[src/rtl/mips_seq_ctrl_if.sv]
// Instruction/data memory req-ack handshake bundle shared by the sequencer and its memories.
interface mips_seq_ctrl_if;
  logic imem_req;
  logic imem_ack;
  logic dmem_req;
  logic dmem_we;
  logic dmem_ack;

  modport master (
    output imem_req,
    output dmem_req,
    output dmem_we,
    input  imem_ack,
    input  dmem_ack
  );

  modport slave (
    input  imem_req,
    input  dmem_req,
    input  dmem_we,
    output imem_ack,
    output dmem_ack
  );
endinterface

[src/rtl/mips_seq_ctrl.sv]
// Multi-cycle FETCH/DECODE/EXEC/MEM/WB sequencer for the 8-bit MIPS-style datapath.
// Optional retired-instruction counter enabled by defining MIPS_SEQ_RETIRE_CNT_EN.
module mips_seq_ctrl #(
  parameter int WAIT_MAX = 15,
  parameter int WAIT_W   = 4
) (
  input  logic                  clk,
  input  logic                  reset,
  input  logic [2:0]            opcode,
  input  logic                  zero,
  mips_seq_ctrl_if.master       mem,
  output logic                  ir_we,
  output logic                  pc_we,
  output logic [1:0]            pc_src,
  output logic                  alu_src,
  output logic [1:0]            alu_ctrl,
  output logic                  mem_to_reg,
  output logic                  upper,
  output logic                  reg_we,
  output logic                  li_pending,
  output logic                  busy,
  output logic                  err
`ifdef MIPS_SEQ_RETIRE_CNT_EN
  ,
  output logic [15:0]           retired
`endif
);

  localparam logic [2:0] S_FETCH  = 3'd0;
  localparam logic [2:0] S_DECODE = 3'd1;
  localparam logic [2:0] S_EXEC   = 3'd2;
  localparam logic [2:0] S_MEM    = 3'd3;
  localparam logic [2:0] S_WB     = 3'd4;
  localparam logic [2:0] S_ERR    = 3'd5;

  localparam logic [2:0] OP_LI   = 3'b000;
  localparam logic [2:0] OP_LW   = 3'b001;
  localparam logic [2:0] OP_SW   = 3'b010;
  localparam logic [2:0] OP_ADDI = 3'b011;
  localparam logic [2:0] OP_BEQ  = 3'b100;
  localparam logic [2:0] OP_SLTI = 3'b101;
  localparam logic [2:0] OP_ADD  = 3'b110;
  localparam logic [2:0] OP_J    = 3'b111;

  localparam logic [WAIT_W-1:0] WAIT_LIM = WAIT_W'(WAIT_MAX);

  logic [2:0]        state_q, state_d;
  logic [WAIT_W-1:0] wait_q, wait_d;
  logic              li_pending_q, li_pending_d;
  logic              retire;
  logic [2:0]        alu_sel;

  // {alu_src, alu_ctrl}; li loads the upper half first (pass-upper), then adds the lower half
  function automatic logic [2:0] alu_decode(input logic [2:0] op, input logic lp);
    case (op)
      OP_LI:                alu_decode = lp ? 3'b100 : 3'b111;
      OP_LW, OP_SW, OP_ADDI: alu_decode = 3'b100;
      OP_SLTI:              alu_decode = 3'b110;
      OP_BEQ:               alu_decode = 3'b001;
      default:              alu_decode = 3'b000;
    endcase
  endfunction

  assign alu_sel = alu_decode(opcode, li_pending_q);

  always_comb begin
    state_d      = state_q;
    wait_d       = '0;
    li_pending_d = li_pending_q;
    retire       = 1'b0;
    mem.imem_req = 1'b0;
    mem.dmem_req = 1'b0;
    mem.dmem_we  = 1'b0;
    ir_we        = 1'b0;
    pc_we        = 1'b0;
    pc_src       = 2'b00;
    alu_src      = 1'b0;
    alu_ctrl     = 2'b00;
    mem_to_reg   = 1'b0;
    upper        = 1'b0;
    reg_we       = 1'b0;
    if (state_q == S_EXEC || state_q == S_MEM || state_q == S_WB) begin
      alu_src  = alu_sel[2];
      alu_ctrl = alu_sel[1:0];
    end
    case (state_q)
      S_FETCH: begin
        mem.imem_req = 1'b1;
        if (mem.imem_ack) begin
          ir_we   = 1'b1;
          pc_we   = 1'b1;
          state_d = S_DECODE;
        end else begin
          wait_d = wait_q + 1'b1;
          if (WAIT_MAX != 0 && wait_d == WAIT_LIM) state_d = S_ERR;
        end
      end
      S_DECODE: begin
        if (opcode != OP_LI) li_pending_d = 1'b0;
        if (opcode == OP_J) begin
          pc_we   = 1'b1;
          pc_src  = 2'b10;
          retire  = 1'b1;
          state_d = S_FETCH;
        end else begin
          state_d = S_EXEC;
        end
      end
      S_EXEC: begin
        if (opcode == OP_BEQ) begin
          pc_we   = zero;
          pc_src  = zero ? 2'b01 : 2'b00;
          retire  = 1'b1;
          state_d = S_FETCH;
        end else if (opcode == OP_LW || opcode == OP_SW) begin
          state_d = S_MEM;
        end else begin
          state_d = S_WB;
        end
      end
      S_MEM: begin
        mem.dmem_req = 1'b1;
        mem.dmem_we  = (opcode == OP_SW);
        if (mem.dmem_ack) begin
          retire  = (opcode == OP_SW);
          state_d = (opcode == OP_SW) ? S_FETCH : S_WB;
        end else begin
          wait_d = wait_q + 1'b1;
          if (WAIT_MAX != 0 && wait_d == WAIT_LIM) state_d = S_ERR;
        end
      end
      S_WB: begin
        reg_we       = 1'b1;
        mem_to_reg   = (opcode == OP_LW) || (opcode == OP_LI);
        upper        = (opcode == OP_LI);
        li_pending_d = (opcode == OP_LI) ? ~li_pending_q : 1'b0;
        retire       = 1'b1;
        state_d      = S_FETCH;
      end
      S_ERR: state_d = S_ERR;
      default: state_d = S_FETCH;
    endcase
    // A reset cycle aborts whatever the state was doing: no strobe or request leaves the block
    if (reset) begin
      retire       = 1'b0;
      mem.imem_req = 1'b0;
      mem.dmem_req = 1'b0;
      mem.dmem_we  = 1'b0;
      ir_we        = 1'b0;
      pc_we        = 1'b0;
      pc_src       = 2'b00;
      alu_src      = 1'b0;
      alu_ctrl     = 2'b00;
      mem_to_reg   = 1'b0;
      upper        = 1'b0;
      reg_we       = 1'b0;
    end
  end

  always_ff @(posedge clk) begin
    if (reset) begin
      state_q      <= S_FETCH;
      wait_q       <= '0;
      li_pending_q <= 1'b0;
    end else begin
      state_q      <= state_d;
      wait_q       <= wait_d;
      li_pending_q <= li_pending_d;
    end
  end

  assign li_pending = li_pending_q;
  assign busy       = (state_q != S_ERR);
  assign err        = (state_q == S_ERR);

`ifdef MIPS_SEQ_RETIRE_CNT_EN
  logic [15:0] retired_q;

  always_ff @(posedge clk) begin
    if (reset)       retired_q <= '0;
    else if (retire) retired_q <= retired_q + 16'd1;
  end

  assign retired = retired_q;
`else
  logic unused_retire;
  assign unused_retire = retire;
`endif

endmodule

[src/flat_wrapper.sv]
// flat-port wrapper written by rule: the top's interface ports become plain ports
module mips_seq_ctrl_flat 
#(
  parameter int WAIT_MAX = 15,
  parameter int WAIT_W   = 4
)
  (clk, reset, opcode, zero, ir_we, pc_we, pc_src, alu_src, alu_ctrl, mem_to_reg, upper, reg_we, li_pending, busy, err, mem_imem_req, mem_dmem_req, mem_dmem_we, mem_imem_ack, mem_dmem_ack);
  mips_seq_ctrl_if mem_i ();
  input  logic clk;
  input  logic reset;
  input  logic [2:0] opcode;
  input  logic zero;
  output logic ir_we;
  output logic pc_we;
  output logic [1:0] pc_src;
  output logic alu_src;
  output logic [1:0] alu_ctrl;
  output logic mem_to_reg;
  output logic upper;
  output logic reg_we;
  output logic li_pending;
  output logic busy;
  output logic err;
  output wire logic [$bits(mem_i.imem_req)-1:0] mem_imem_req;
  output wire logic [$bits(mem_i.dmem_req)-1:0] mem_dmem_req;
  output wire logic [$bits(mem_i.dmem_we)-1:0] mem_dmem_we;
  input wire logic [$bits(mem_i.imem_ack)-1:0] mem_imem_ack;
  input wire logic [$bits(mem_i.dmem_ack)-1:0] mem_dmem_ack;
  assign mem_imem_req = mem_i.imem_req;
  assign mem_dmem_req = mem_i.dmem_req;
  assign mem_dmem_we = mem_i.dmem_we;
  assign mem_i.imem_ack = mem_imem_ack;
  assign mem_i.dmem_ack = mem_dmem_ack;
  mips_seq_ctrl #(.WAIT_MAX(WAIT_MAX), .WAIT_W(WAIT_W)) u_core (.clk(clk), .reset(reset), .opcode(opcode), .zero(zero), .mem(mem_i), .ir_we(ir_we), .pc_we(pc_we), .pc_src(pc_src), .alu_src(alu_src), .alu_ctrl(alu_ctrl), .mem_to_reg(mem_to_reg), .upper(upper), .reg_we(reg_we), .li_pending(li_pending), .busy(busy), .err(err));
endmodule
[config.mk]
export PLATFORM = sky130hd
export DESIGN_NAME = mips_seq_ctrl_flat
export DESIGN_NICKNAME = d
export VERILOG_FILES = /design/src/rtl/mips_seq_ctrl_if.sv /design/src/rtl/mips_seq_ctrl.sv /design/src/flat_wrapper.sv
export SDC_FILE = /design/constraint.sdc
export NUM_CORES = 1
export LEC_CHECK = 0
export CAP_MARGIN = 0
export CORE_UTILIZATION = 35
export CTS_CLUSTER_SIZE = 24
export DETAILED_ROUTE_END_ITERATION = 8
export PLACE_DENSITY = 0.73
export SLEW_MARGIN = 25
export SYNTH_ARGS = -nofsm -noshare
export SYNTH_HDL_FRONTEND = slang
export SYNTH_SLANG_ARGS = --single-unit
[constraint.sdc]
create_clock -name clk -period 3.3 [get_ports clk]
set_input_delay 0.495 -clock clk [delete_from_list [all_inputs] [get_ports clk]]
set_output_delay 0.495 -clock clk [all_outputs]
set_load 0.01 [all_outputs]
==> summary.md <==
| Metric | Value |
|---|---|
| Outcome | complete, no violations |
| Most common cell after layout, fill and taps aside | clkdlybuf4s50_1 |
| Post-Synthesis Net Count | 100 |
| Setup violators final | 0 |
| I/O pin cnt | 24 |
| R2r worst-path depth | 5 |
| Worst R2R End | u_core.state_q[2] |
| TNS Setup | 0 ps |
| VDD IR-drop max | 0.169 mV |
| Switching Fraction | 0.293 |
| Reg2reg setup slack | 1810 ps |
| Hold-fix buffers, CTS | 0 |
| Overall routed net length | 1600 um |
| Hold_sp | u_core.wait_q[0] |
| Hold EP | u_core.wait_q[0] |
| Area of the multi-input gates | 457 um2 |
| Crit start category | input port |
| RD Place Congestion | roughly 0.83 |
| Comb pwr share | 0.273 |
| Clock sinks | 8 |
| Post-Layout Cell Count | 138 |
| IO buf count | 23 |
| Placed cell count | 135 |
| Yosys cell types | 40 |
| CP endpoint kind | primary output |
| R2r startpoint | u_core.state_q[0] |
| Initial DRC Count | 10 |
| Cell mode on critical path | clkdlybuf4s50_1 |
| Setup bufs post-CTS | 0 |
| First-pass GRT wire length | 2650 um |
| Commonest non-fill, non-tap cells in the layout | clkdlybuf4s50_1, dfxtp_1, nor3_1, a21oi_1 |
| Worst clock skew | just over 5 ps |
| Post-synthesis mux area share | 0 |
| Filler cells | 182 |
| Final hold viol count | 0 |
| Grt ovf | 0 |
| Critical path's top delay family | buffers and inverters |
| Initial antenna violation count | 0 |
| Max FO, Critical Path | 6 |
| Routed Antenna Nets | 0 |
| YS warnings | 0 |
| Initial core utilization | 0.382 |
| Slew margin rel. | 0.708 |
| Adder-cell share of the synthesized area | 0.0367 |
| CTS root buffer | clkbuf_4 |
| Site Rows | 15 |
| Post-DR wirelength/cell | 11.6 um |
| Simple-gate share of the synthesized area | 0.389 |
| N_diodes | 0 |
| Total power | about 0.25 mW |
| CP cell instances | clkdlybuf4s50_1, nor3b_2, nand3b_1, a2111oi_1, clkdlybuf4s50_1 |
| Register area share after synthesis | 0.235 |
| RSZ-0062 raised after global routing | no |
| Layout net count | 125 |
| Die Wd | roughly 46 um |
| Die area | between 0.002 and 0.0025 mm2 |
| Largest net degree at the start of global routing | 16 |
| MaxCap Viol Count | 0 |
| Via density | 5.14 |
| Sequential cell area | 160 um2 |
| Number of remaining DRC errors | 0 |
| Static leakage | 0.347 nW |
| Worst-path clk slew | 60 ps |
| Worst Hold Depth | 1 |
| Number of global-route vias before repair | 629 |
| Seq pwr share | 0.437 |
| Synth Area in Compound Gates | 0.193 |
| Slowest CP cell | clkdlybuf4s50_1 |
| Main combinational cell family by area after synthesis | simple AND/OR/NAND/NOR gates |
| WP buf/inv | 2 |
| Mapped cell area | 682 um2 |
| Data arrival, critical path | 2420 ps |
| Switch Pwr | 0.0740 mW |
| Max Slew Vio Count | 0 |
| Internal | 0.178 mW |
| Fin crit share | 0.883 |
| DIE HEIGHT | roughly 46 um |
| Shortest period the worst path allows | 2910 ps |
| XOR/XNOR share of the synthesized area | 0.0514 |
| Fmax achieved | 343 MHz |
| Core Region | 0.00178 mm2 |
| Syn Inst Count | 90 |
| Max clock buf depth | 2 |
| Setup crit start | opcode[2] |
| Layout cell share with drive strength beyond 1 | 0.0973 |
| Mean post-synth cell area | ~7.6 um2 |
| Crit-path max cell delay | 600 ps |
| WP data required | 2800 ps |
| Area Growth Syn to Fin | 39.8% |
| Clk pwr share | 0.291 |
| Least-Margin Pin Slew | 437 ps |
| PD cells | 265 mW/mm2 |
| Dpl hpwl | 1270 um |
| Crit path kind | in -> out |
| Via count | about 700 |
| Clock buffer count from CTS | 3 |
| # resized after CTS | 0 |
| DRT Pass-1 Iters | 3 |
| H-Tree Depth | 1 |
| Hold WC Path Type | reg -> reg |
| GRT Overall Usage | 0.174 |
| #FFs+latches synth | 8 |
| CTS tree | yes |
| Clock latency on the worst-skew pair | 250 ps |
==> through the flow <==
step,worst slack (ps),hold WS [ps],instance area (um2),utilization
floorplan,1280,476,682,-
global placement,437,508,931,0.522
detailed placement,366,504,931,0.522
CTS,358,514,953,0.535
global route,235,565,953,0.535
finish,385,518,953,0.535
==> power groups by stage <==
| stage | Combinational [mW] | Sequential [mW] | Clock (mW) |
|---|---|---|---|
| after floorplan | 0.0475 | 0.106 | 0 |
| after CTS | 0.0696 | 0.110 | 0.0770 |
| after global placement | 0.0678 | 0.112 | 0 |
| after detailed placement | 0.0689 | 0.112 | 0 |
| final | 0.0687 | 0.110 | 0.0734 |
| after global routing | 0.0759 | 0.111 | 0.0814 |
==> Yosys cell counts <==
cell type	number	area [um2]
a21oi_1	7	35.0
dfxtp_1	8	160
buf_6	1	11.3
a2111oi_2	1	15.0
nand3b_1	2	15.0
a211oi_1	1	7.51
and3_1	1	6.26
nor2_2	1	6.26
nor4_1	3	18.8
ha_1	2	25.0
or3_1	3	18.8
nor3b_2	1	12.5
inv_1	6	22.5
o22ai_1	1	6.26
nor2_1	6	22.5
nor3_1	7	35.0
and4_1	1	8.76
a221o_1	1	10.0
nand4b_1	1	8.76
buf_4	1	7.51
o32ai_1	1	8.76
a21boi_0	1	7.51
nand3_1	3	15.0
xnor2_1	3	26.3
buf_1	1	3.75
nor2b_1	3	18.8
buf_2	4	20.0
nand2b_1	4	25.0
and3b_1	1	8.76
nor3b_1	1	7.51
or4b_1	1	10.0
a2111oi_1	1	10.0
a31oi_1	1	6.26
xor2_1	1	8.76
and2_1	1	6.26
nand2_2	1	6.26
o31ai_1	1	7.51
nand2_1	4	15.0
a31o_1	1	8.76
a311oi_1	1	8.76
==> logic make-up (layout without fill, tap and decap cells) <==
| family | after synthesis | after routing |
|---|---|---|
| buffers and inverters | 13 | 36 |
| xor gates and xnor gates | 4 | 4 |
| and+or+nand+nor | 45 | 45 |
| AOI/OAI and AO/OA | 18 | 18 |
| adders and majority gates | 2 | 2 |
| DFF | 8 | 8 |
==> worst reg2reg max path: stages, from the launching register on <==
cell	delay, ps
dfxtp_1	590
nor2b_1	230
nand2_1	90
inv_1	130
a311oi_1	70
o32ai_1	280
==> sequential cells by signal, summed over array words and instances (netlist names) <==
signal,flops
u_core.li_pending,1
u_core.state_q,3
u_core.wait_q,4
==> layout make-up <==
class                           instances  share of cell area
Sequential cell                         8               0.168
Inverter                                6              0.0236
Multi-Input combinational cell         69               0.479
Tap cell                               25              0.0328
Clock buffer                            3              0.0236
Timing Repair Buffer                   27               0.273
==> metal layers <==
layer | vias up | global-route usage | routed length [um]
li1 | 375 | - | -
met1 | 317 | 0.206 | 735
met2 | 15 | 0.301 | 801
met3 | 2 | 0.0235 | 50
met4 | 0 | 0.0882 | 14
met5 | - | 0 | 0
==> worst max-delay path by stage <==
stage,endpoint,slack [ps],cells past startpoint
2_1_floorplan,pc_we,1280,4
3_3_place_gp,pc_we,440,5
3_5_place_dp,pc_we,370,5
4_1_cts,pc_we,360,5
5_1_grt,pc_we,230,5
6_report,pc_we,390,5
Note: power is estimated with default switching activity, not from simulation.
